$ cat src/rtl/fetch_unit.sv
// Instruction fetch stage: PC, single-outstanding imem requester and a small instruction buffer.
// Define FETCH_PERF_CNT_EN to add saturating fetch_count/stall_count outputs.
module fetch_unit #(
    parameter int unsigned           ADDR_WIDTH = 8,
    parameter int unsigned           DATA_WIDTH = 32,
    parameter logic [ADDR_WIDTH-1:0] RESET_PC   = '0,
    parameter int unsigned           FIFO_DEPTH = 2
) (
    input  logic                  clock,
    input  logic                  reset,
    input  logic                  start,
    output logic                  imem_req,
    output logic [ADDR_WIDTH-1:0] imem_addr,
    input  logic                  imem_ready,
    input  logic                  imem_rvalid,
    input  logic [DATA_WIDTH-1:0] imem_rdata,
    output logic                  instr_valid,
    output logic [DATA_WIDTH-1:0] instruction,
    output logic [ADDR_WIDTH-1:0] instr_pc,
    input  logic                  instr_ready,
    input  logic                  redirect,
`ifdef FETCH_PERF_CNT_EN
    output logic [31:0]           fetch_count,
    output logic [31:0]           stall_count,
`endif
    input  logic [ADDR_WIDTH-1:0] redirect_pc
);

    localparam int unsigned     PtrW  = (FIFO_DEPTH > 1) ? $clog2(FIFO_DEPTH) : 1;
    localparam int unsigned     CntW  = PtrW + 1;
    localparam logic [CntW-1:0] Depth = CntW'(FIFO_DEPTH);

    typedef enum logic [1:0] {StIdle, StFetch, StDrain} state_e;

    state_e                  state_q, state_d;
    logic [ADDR_WIDTH-1:0]   pc_q, pc_d;
    logic [ADDR_WIDTH-1:0]   req_addr_q, req_addr_d;
    logic                    outstanding_q, outstanding_d;
    logic                    discard_q, discard_d;
    logic [PtrW-1:0]         rd_ptr_q, rd_ptr_d;
    logic [PtrW-1:0]         wr_ptr_q, wr_ptr_d;
    logic [CntW-1:0]         count_q, count_d;
    logic [DATA_WIDTH-1:0]   data_mem_q [FIFO_DEPTH];
    logic [ADDR_WIDTH-1:0]   pc_mem_q   [FIFO_DEPTH];

    logic                    accept;
    logic                    resp;
    logic                    push;
    logic                    pop;
    logic                    slot_free;
    logic [CntW-1:0]         occupancy;

    assign instr_valid = (count_q != '0);
    assign instruction = data_mem_q[rd_ptr_q];
    assign instr_pc    = pc_mem_q[rd_ptr_q];
    assign imem_addr   = pc_q;

    assign pop  = instr_valid && instr_ready && !redirect;
    assign resp = imem_rvalid && outstanding_q;
    assign push = resp && !discard_q && !redirect;

    // A returning response frees the single request slot in the same cycle; the credit
    // counts it as buffered, and a same-cycle pop returns one entry of credit.
    assign slot_free = !outstanding_q || imem_rvalid;
    assign occupancy = count_q + CntW'(outstanding_q) - CntW'(pop);
    assign imem_req  = (state_q == StFetch) && !redirect && slot_free && (occupancy < Depth);
    assign accept    = imem_req && imem_ready;

    always_comb begin
        state_d = state_q;
        unique case (state_q)
            StIdle:  if (start) state_d = StFetch;
            StFetch: if (!start) state_d = StDrain;
            StDrain: begin
                if (start) begin
                    state_d = StFetch;
                end else if (!outstanding_q) begin
                    state_d = StIdle;
                end
            end
            default: state_d = StIdle;
        endcase
    end

    always_comb begin
        pc_d          = pc_q;
        req_addr_d    = req_addr_q;
        outstanding_d = outstanding_q;
        discard_d     = discard_q;
        rd_ptr_d      = rd_ptr_q + PtrW'(pop);
        wr_ptr_d      = wr_ptr_q + PtrW'(push);
        count_d       = count_q + CntW'(push) - CntW'(pop);

        if (resp) begin
            outstanding_d = 1'b0;
            discard_d     = 1'b0;
        end
        if (accept) begin
            outstanding_d = 1'b1;
            discard_d     = 1'b0;
            req_addr_d    = pc_q;
            pc_d          = pc_q + ADDR_WIDTH'(1);
        end
        // Redirect never coincides with accept because imem_req is withdrawn.
        if (redirect) begin
            pc_d     = redirect_pc;
            rd_ptr_d = '0;
            wr_ptr_d = '0;
            count_d  = '0;
            if (outstanding_q && !imem_rvalid) begin
                discard_d = 1'b1;
            end
        end
    end

    always_ff @(posedge clock or posedge reset) begin
        if (reset) begin
            state_q       <= StIdle;
            pc_q          <= RESET_PC;
            req_addr_q    <= '0;
            outstanding_q <= 1'b0;
            discard_q     <= 1'b0;
            rd_ptr_q      <= '0;
            wr_ptr_q      <= '0;
            count_q       <= '0;
        end else begin
            state_q       <= state_d;
            pc_q          <= pc_d;
            req_addr_q    <= req_addr_d;
            outstanding_q <= outstanding_d;
            discard_q     <= discard_d;
            rd_ptr_q      <= rd_ptr_d;
            wr_ptr_q      <= wr_ptr_d;
            count_q       <= count_d;
        end
    end

    always_ff @(posedge clock or posedge reset) begin
        if (reset) begin
            for (int i = 0; i < int'(FIFO_DEPTH); i++) begin
                data_mem_q[i] <= '0;
                pc_mem_q[i]   <= '0;
            end
        end else if (push) begin
            data_mem_q[wr_ptr_q] <= imem_rdata;
            pc_mem_q[wr_ptr_q]   <= req_addr_q;
        end
    end

`ifdef FETCH_PERF_CNT_EN
    logic [31:0] fetch_cnt_q;
    logic [31:0] stall_cnt_q;

    always_ff @(posedge clock or posedge reset) begin
        if (reset) begin
            fetch_cnt_q <= '0;
            stall_cnt_q <= '0;
        end else begin
            if (pop && (fetch_cnt_q != '1)) begin
                fetch_cnt_q <= fetch_cnt_q + 32'd1;
            end
            if ((state_q == StFetch) && !instr_valid && (stall_cnt_q != '1)) begin
                stall_cnt_q <= stall_cnt_q + 32'd1;
            end
        end
    end

    assign fetch_count = fetch_cnt_q;
    assign stall_count = stall_cnt_q;
`endif

endmodule
$ cat config.mk
export PLATFORM = sky130hd
export DESIGN_NAME = fetch_unit
export DESIGN_NICKNAME = d
export VERILOG_FILES = /design/src/rtl/fetch_unit.sv
export SDC_FILE = /design/constraint.sdc
export NUM_CORES = 1
export LEC_CHECK = 0
export CAP_MARGIN = 5
export CORE_ASPECT_RATIO = 0.7
export CORE_UTILIZATION = 25
export DETAILED_ROUTE_END_ITERATION = 7
export PLACE_DENSITY = 0.42
export SYNTH_ARGS = -nofsm -noshare
export SYNTH_HDL_FRONTEND = slang
export SYNTH_SLANG_ARGS = --single-unit
export TNS_END_PERCENT = 20
$ cat constraint.sdc
create_clock -name clock -period 7.35 [get_ports clock]
set_clock_uncertainty 0.2 [all_clocks]
set_input_delay 2.205 -clock clock [delete_from_list [all_inputs] [get_ports clock]]
set_output_delay 2.205 -clock clock [all_outputs]
set_load 0.02 [all_outputs]
Word-level counts from Yosys, hierarchy flattened
Cells that the tools add are included.
{"block": "totals", "register_bits": 104, "latch_bits": 0, "ramBits": 0, "mem_bits_ro": 0, "output_inout_bits": 50, "elab_cells": 79, "mem_count": 0}
{"block": "classes", "add_sub_neg": 7, "n_mul": 0, "div": 0, "n_lt_le_gt_ge": 4, "n_eq_ne": 5, "n_shift": 0, "n_mux": 28, "bitwise_logic": 2, "reduce_logical": 21}
{"op": "32-bit two-way mux", "count": 4}
{"op": "64-bit bitwise mux", "count": 1}
{"op": "8-bit two-way mux", "count": 6}
{"op": "32-bit demux with 1-bit select", "count": 1}
{"op": "16-bit bitwise mux", "count": 1}
{"op": "1-bit logical AND", "count": 11}
{"op": "2-bit two-way mux", "count": 5}
{"op": "8-bit by 1-bit adder with 8-bit output, second input constant", "count": 1}
{"op": "8-bit demux with 1-bit select", "count": 1}
{"op": "1-bit two-way mux", "count": 8}
{"op": "2-bit case mux with 3 select lines", "count": 1}
{"op": "2-bit nonzero test", "count": 3}
{"op": "2-bit by 1-bit adder with 2-bit output", "count": 2}
{"op": "2-bit greater-or-equal comparator, second input constant", "count": 2}
{"op": "1-bit logical NOT", "count": 4}
{"op": "2-bit != test, second input constant", "count": 2}
{"op": "1-bit NOT with 2-bit output", "count": 2}
{"op": "2-bit by 1-bit subtractor with 2-bit output", "count": 2}
{"op": "3-bit != test, second input constant", "count": 1}
{"op": "3-bit AND reduction", "count": 1}
{"op": "1-bit adder", "count": 2}
{"op": "2-bit by 1-bit == test with 1-bit output, second input constant", "count": 1}
{"op": "2-bit == test, second input constant", "count": 1}
{"op": "2-bit logical NOT", "count": 1}
{"op": "other kinds (3)", "count": 3}

Longest topological paths before layout
Gate-level depths: netlist of run 1.
{"block": "depth", "ltp_word": 10, "depth_mapped": 9}

Least setup slack after synthesis of run 1
OpenSTA, ideal clock, no wires.
{"block": "synth_timing", "path_kind": "input to output", "from": "in redirect", "to": "out imem_req", "t_arrival_ns": 3.951, "required_time_ns": 4.945, "setup_slack_ns": 0.994, "cell_stages": 7, "cell_sequence": "clkbuf_1 nor2_1 ha_1 nand3b_1 mux2_4 buf_2 nor3_1"}
{"block": "synth_between", "elab_chain_len": 5, "elab_cells_between_ends": 7, "cone_classes": "1 x add/sub; 1 x order compare; 5 x reduce/logical"}
{"item": "start, declared", "line": "21", "rtl": "input logic redirect,"}
{"item": "1-bit logical NOT *", "line": "58, 66"}
{"item": "1-bit logical AND", "line": "58", "rtl": "assign pop = instr_valid && instr_ready && !redirect;"}
{"item": "2-bit by 1-bit subtractor with 2-bit output", "line": "65", "rtl": "assign occupancy = count_q + CntW'(outstanding_q) - CntW'(pop);"}
{"item": "2-bit < comparator", "line": "66", "rtl": "assign imem_req = (state_q == StFetch) && !redirect && slot_free && (occupancy < Depth);"}
{"item": "1-bit logical AND *", "line": "66"}
{"item": "end, declared", "line": "12", "rtl": "output logic imem_req,"}
Every way passes the cells marked *; elsewhere a longest branch is shown, timed or not.

Worst setup path in the final report of run 1
{"block": "layout_timing", "from": "in instr_ready", "to": "out imem_req"}
{"block": "layout_between", "elab_chain_len": 5}
{"item": "start, declared", "line": "20", "rtl": "input logic instr_ready,"}
{"item": "1-bit logical AND (2 in a row)", "line": "58"}
{"item": "2-bit by 1-bit subtractor with 2-bit output", "line": "65"}
{"item": "2-bit < comparator", "line": "66"}
{"item": "1-bit logical AND", "line": "66"}
No other way between the ends.

==> results of run 1 <==
==> per-layer routing <==
metal | track usage (%) | share of wire, %
met3 | 4.297 | 5.8
met2 | 18.49 | 45
met1 | 16.26 | 49
met4 | 2.752 | 0.93
met5 | 0 | 0
==> metrics by stage <==
stage	utilization [%]	setup slack [ps]	cell area [um2]	total power, mW	hold WS [ps]
floorplan	-	993.7	4658	1.116	275.0
global placement	32.58	483.5	5899	1.390	283.3
detailed placement	32.58	418.9	5899	1.401	289.5
CTS	34.31	421.0	6213	1.928	307.5
global route	34.31	290.6	6213	2.004	320.8
finish	34.31	454.5	6213	1.888	302.1
==> how the worst max path moves through the flow <==
| stage | slack, ps | startpoint | endpoint | cells past startpoint |
|---|---|---|---|---|
| 2_1_floorplan | 990 | redirect | imem_req | 7 |
| 3_3_place_gp | 480 | instr_ready | imem_req | 8 |
| 3_5_place_dp | 420 | instr_ready | imem_req | 8 |
| 4_1_cts | 420 | instr_ready | imem_req | 8 |
| 5_1_grt | 290 | instr_ready | imem_req | 8 |
| 6_report | 450 | instr_ready | imem_req | 8 |
==> state kept, by name, indices dropped and copies added, names as in the netlist, 2 cells and up <==
name	count
state_q	2
req_addr_q	8
imem_addr	8
data_mem_q	64
count_q	2
pc_mem_q	16
==> report_power, final <==
part	internal, mW	switching (mW)
sequential	0.695	0.0675
combinational	0.348	0.270
clock	0.299	0.209
==> synth_stat cells, drive strengths merged (3+ instances only) <==
cell / instances
buf: 11
o21ai: 4
nand3: 4
a31oi: 5
nor2: 10
inv: 8
ha: 6
dfrtp: 104
or3: 3
nand2: 8
nand2b: 4
mux2: 129
clkbuf: 5
or4: 6
o31ai: 3
xor2: 3
==> critical path, stage by stage <==
cell and delay [ps]:
clkdlybuf4s50_1 450, nand2_1 70, nor2_1 150, ha_1 270, nand3b_1 170, mux2_4 360, nor3_1 190, clkdlybuf4s50_1 620
==> cells by family (layout without fill, tap and decap cells) <==
group | Yosys count | count (layout)
fa+ha+maj | 6 | 6
simple gates | 47 | 47
compound gates | 20 | 20
mux | 129 | 129
xor+xnor | 4 | 4
buf+inv | 24 | 125
flops | 104 | 104
==> layout make-up <==
cell class	count	area [um2]	area share, %
flip-flops and latches	104	2604	41.90
clock inverters	5	81.33	1.309
repair buffers	101	998.5	16.07
inverters	8	32.53	0.5236
well taps	236	295.3	4.752
clock buffers	11	232.7	3.745
multi-input cells	206	1969	31.70
==> metrics.md, run 1 <==
| Metric | Value |
|---|---|
| Worst-skew pair later-pin latency | 340 ps |
| Core area | 18,110 um2 |
| RSZ-0062 raised after global routing | false |
| Wire length per cell | 15.93 um |
| Post-DRT Antenna Nets | 0 |
| # IOs | 97 |
| Routed via count | 3,011 |
| DIE WIDTH | 165.2 um |
| Syn-to-layout area delta | 33.39% |
| Vias in the first global route | 3,298 |
| Post-DP HPWL | 7221 um |
| ANT cells | 0 |
| Post-Syn Area | 4658 um2 |
| Slew Limit Fails | 0 |
| IR drop worst, VDD | 113.8 uV |
| Final hold violations | 0 |
| Placed Cells incl. Taps | 655 |
| Mux share of post-synthesis cell area | 31.27% |
| DRT Wirelength | 10,690 um |
| Startpoint of the worst-slack reg-to-reg timing path | count_q[0]$_DFF_PP0_ |
| CTS tree | done |
| Min Tclk post-route | 6896 ps |
| Port Buffer Count | 96 |
| Largest family of logic cells by synthesized area | multiplexers |
| Crit path kind | primary input to output pin |
| DR vias/cell | 4.487 |
| Setup Fix Bufs, Post-CTS | 0 |
| Cell taking the most area after synthesis | dfrtp_1 |
| First-pass GRT wire length | 17,550 um |
| Die area | 19,190 um2 |
| Max Freq | 145.0 MHz |
| Leakage | 2.672 nW |
| Clock Sinks | 104 |
| Synth Area in Simple Gates | 5.694% |
| Max H-tree Level | 3 |
| Hold wc startpoint | data_mem_q[28]$_DFFE_PP0P_ |
| FF-to-FF setup slack | 4500 ps |
| Rel. slew slack | 35.27% |
| Share of cells above drive strength 1 | 35.40% |
| CP endpoint kind | output pin |
| Synth area leaders | dfrtp_1 (56%), mux2_2 (31%), ha_1 (1.6%) |
| Outcome | completed |
| Initial antenna violation count | 0 |
| Adder-Cell Fraction of Synth Area | 1.612% |
| Root Driver | clkbuf_16 |
| CP arrival | 4490 ps |
| Final setup fails | 0 |
| Worst Tran Pin Value | 971.0 ps |
| Hold Path Class | flip-flop to flip-flop |
| Initial DRC Count | 111 |
| Nets | 483 |
| Synth Register Bits | 104 |
| Synth top area share | 55.87% |
| Synth Area in Compound Gates | 2.847% |
| DR pass1 iterations | 4 |
| Initial Utilization | 25.72% |
| DRC | 0 |
| Clk slew on worst S/H paths | 70 ps |
| Hold Path End | data_mem_q[28]$_DFFE_PP0P_ |
| Largest net degree at the start of global routing | 78 |
| Power Dens Cells | 303.9 nW/um2 |
| Total GRT Usage | 12.06% |
| CTS buffer count | 9 |
| Hold Buf Count CTS | 0 |
| Yosys cell types | 34 |
| Most common cell after layout, fill and taps aside | mux2_2 |
| Total number of yosys warnings | 0 |
| Crit path max fanout | 19 |
| Top_reg_cell synth | dfrtp_1 |
| Post-Synth XOR/XNOR Area | 0.7521% |
| Maximum Capacitance Violations | 0 |
| Row Count | 41 |
| Filler cell count | 1,799 |
| Asr flop ratio synth | 100.0% |
| Worst r2r path cells | 8 |
| Die Y | 116.2 um |
| Syn Area/Cell | 13.95 um2 |
| Syn Nets | 387 |
| Cells on Worst Hold Path | 1 |
| Post-synth EDFFs | 0 |
| Reg-to-Reg End | req_addr_q[5]$_DFFE_PP0P_ |
| Post-Layout Cell Count | 671 |
| Most frequent cells in the layout | mux2_2 (128), dfrtp_1 (103), clkdlybuf4s50_1 (96), nor2_1 (10), clkbuf_16 (9) |
| Data required, critical path | 4950 ps |
| Cell count after synthesis | 334 |
| Resize count post-CTS | 0 |
| Total gr overflow | 0 |
| Setup TNS | 0 ps |
| Period utilisation layout | 93.82% |
| Routability cong. | 0.7015 |
| Post-synthesis sequential area ratio | 55.87% |
| Bufs on Longest Clock Path | 2 |
| Startpoint Class | primary input |
Note: power is estimated with default switching activity, not from simulation.
==> run 2: changes to the inputs <==
==> constraint.sdc (replaced) <==
create_clock -name clock -period 8.9 [get_ports clock]
set_clock_uncertainty 0.2 [all_clocks]
set_input_delay 2.67 -clock clock [delete_from_list [all_inputs] [get_ports clock]]
set_output_delay 2.67 -clock clock [all_outputs]
set_load 0.02 [all_outputs]
==> metrics.md, run 2 (synthesis results as in run 1) <==
| Metric | Value |
|---|---|
| Number of flip-flops in the largest register | 64 (unchanged) |
| Crit path kind | primary input to output pin |
| Wire length per cell | 16.03 um (+0.61%) |
| Largest net degree at the start of global routing | 62 (-21%) |
| Final hold violations | 0 (unchanged) |
| CP arrival | 4950 ps (+460 ps) |
| Setup TNS | 0 ps (unchanged) |
| Worst-skew pair later-pin latency | 350 ps (about the same) |
| Biggest regs | data_mem_q x64, pc_mem_q x16 |
| Bufs on Longest Clock Path | 2 (unchanged) |
| Maximum Capacitance Violations | 0 (unchanged) |
| Reg-to-Reg End | req_addr_q[7]$_DFFE_PP0P_ |
| Max H-tree Level | 3 (unchanged) |
| Row Count | 41 (unchanged) |
| Initial antenna violation count | 0 (unchanged) |
| CTS buffer count | 9 (unchanged) |
| CP Cell Sequence | clkdlybuf4s50_1 -> nand2_1 -> nor2_1 -> ha_1 -> xor2_1 -> mux2_4 -> nor3_1 -> clkdlybuf4s50_1 |
| ANT cells | 0 (unchanged) |
| CTS tree | done |
| Startpoint Class | primary input |
| # IOs | 97 (unchanged) |
| CP endpoint kind | output pin |
| Hold Path Class | flip-flop to flip-flop |
| DR vias/cell | 4.435 (-1.2%) |
| Most frequent cells in the layout | mux2_2 (128), dfrtp_1 (103), clkdlybuf4s50_1 (96), nor2_1 (10), clkbuf_16 (9) |
| Rel. slew slack | 44.97% (+9.7 points) |
| Initial DRC Count | 71 (-36%) |
| Period utilisation layout | 87.91% |
| Outcome | completed |
| Routed via count | 2,976 (-1.2%) |
| Total gr overflow | 0 (unchanged) |
| Worst Tran Pin Value | 825.4 ps (-145.6 ps) |
| First-pass GRT wire length | 17,080 um (-2.7%) |
| Resize count post-CTS | 0 (unchanged) |
| Clock Sinks | 104 (unchanged) |
| Post-DP HPWL | 6866 um (-4.9%) |
| Hold slack final | 302.8 ps (+0.7130 ps) |
| Die Y | 116.2 um (unchanged) |
| Met2 Usage GRT | 18.02% (-0.47 points) |
| CP max stage delay | 630 ps (about the same) |
| Pre-CTS setup slack | 1036 ps (+617.3 ps) |
| Critical path's most frequent cell | clkdlybuf4s50_1 |
| Startpoint of the worst-slack reg-to-reg timing path | count_q[0]$_DFF_PP0_ |
| Power Dens Cells | 246.9 nW/um2 (-19%) |
| Min Tclk post-route | 7824 ps |
| Worst r2r path cells | 8 (unchanged) |
| DIE WIDTH | 165.2 um (unchanged) |
| Clk slew on worst S/H paths | 70 ps (about the same) |
| Total GRT Usage | 11.73% (-0.33 points) |
| Syn-to-layout area delta | 32.90% |
| M1 GR Usage | 15.83% (-0.42 points) |
| Routability cong. | 0.7271 (+3.6%) |
| Vias in the first global route | 3,108 (-5.8%) |
| IR drop worst, VDD | 102.0 uV (-10%) |
| Hold Buf Count CTS | 0 (unchanged) |
| Data required, critical path | 6030 ps (+1080 ps) |
| FF-to-FF setup slack | 6020 ps (+1520 ps) |
| Final setup fails | 0 (unchanged) |
| Critical Path Sink | imem_req |
| Most common cell after layout, fill and taps aside | mux2_2 |
| Critical Path Source | instr_ready |
| Port Buffer Count | 96 (unchanged) |
| Setup ws final | 1076 ps (+621.6 ps) |
| DR pass1 iterations | 4 (unchanged) |
| DRC | 0 (unchanged) |
| Worst path slowest cell | clkdlybuf4s50_1 |
| Nets | 483 (unchanged) |
| Core area | 18,110 um2 (unchanged) |
| RSZ-0062 raised after global routing | false |
| Share of cells above drive strength 1 | 35.86% (+0.46 points) |
| Setup Fix Bufs, Post-CTS | 0 (unchanged) |
| Top reg by flops | data_mem_q |
| Post-DRT Antenna Nets | 0 (unchanged) |
| Crit path max fanout | 19 (unchanged) |
| Met3 Resource Use GR | 4.155% (-0.14 points) |
| DRT Wirelength | 10,750 um (+0.61%) |
| Leakage | 2.665 nW (-0.27%) |
| Max Freq | 127.8 MHz |
| Cells on Worst Hold Path | 1 (unchanged) |
| Grt peak-use layer | met2 |
| Filler cell count | 1,772 (-1.5%) |
| Root Driver | clkbuf_16 |
| Initial Utilization | 25.72% (unchanged) |
| Die area | 19,190 um2 (unchanged) |
| Slew Limit Fails | 0 (unchanged) |
run 2: cell type report:
| cell class | instances | area, um2 | share of cell area [%] |
|---|---|---|---|
| Timing Repair Buffer | 101 | 998.5 | 16.13 |
| Tap cell | 236 | 295.3 | 4.770 |
| Multi-Input combinational cell | 206 | 1969 | 31.81 |
| Clock buffer | 11 | 252.7 | 4.082 |
| Clock inverter | 5 | 38.79 | 0.6265 |
| Inverter | 8 | 32.53 | 0.5255 |
| Sequential cell | 104 | 2604 | 42.06 |
run 2: routing by layer:
layer / wire length (um) / up-vias
met4: 70 / 0
met5: 0 / -
li1: - / 1393
met1: 5190 / 1517
met2: 4807 / 60
met3: 686 / 6
run 2: power by group:
part | internal [mW] | switching (mW) | leakage [nW] | total [mW]
sequential | 0.573 | 0.0557 | 1.33 | 0.629
clock | 0.207 | 0.182 | 0.143 | 0.390
combinational | 0.287 | 0.222 | 1.19 | 0.510
total | 1.07 | 0.460 | 2.66 | 1.53
run 2: metrics by stage:
step                std cells  total power, mW  util (%)  area (um2)
finish                    671            1.528     34.19        6191
global route              671            1.615     34.19        6191
CTS                       671            1.558     34.19        6191
detailed placement        655            1.155     32.58        5899
global placement          655            1.148     32.58        5899
floorplan                 334           0.9218         -        4658
run 2: worst min-delay path by stage:
stage                                             to                  startpoint
after floorplan            data_mem_q[0]$_DFFE_PP0P_   data_mem_q[0]$_DFFE_PP0P_
after detailed placement   data_mem_q[2]$_DFFE_PP0P_   data_mem_q[2]$_DFFE_PP0P_
after global routing       data_mem_q[9]$_DFFE_PP0P_   data_mem_q[9]$_DFFE_PP0P_
after CTS                  data_mem_q[8]$_DFFE_PP0P_   data_mem_q[8]$_DFFE_PP0P_
final                        pc_mem_q[4]$_DFFE_PP0P_     pc_mem_q[4]$_DFFE_PP0P_
after global placement    data_mem_q[29]$_DFFE_PP0P_  data_mem_q[29]$_DFFE_PP0P_
run 2: worst max-delay path, delay by kind of cell:
family,cells,cell delay [ps]
xor+xnor,1,180
mux,1,420
simple gates,3,410
fa+ha+maj,1,190
buf+inv,2,1080
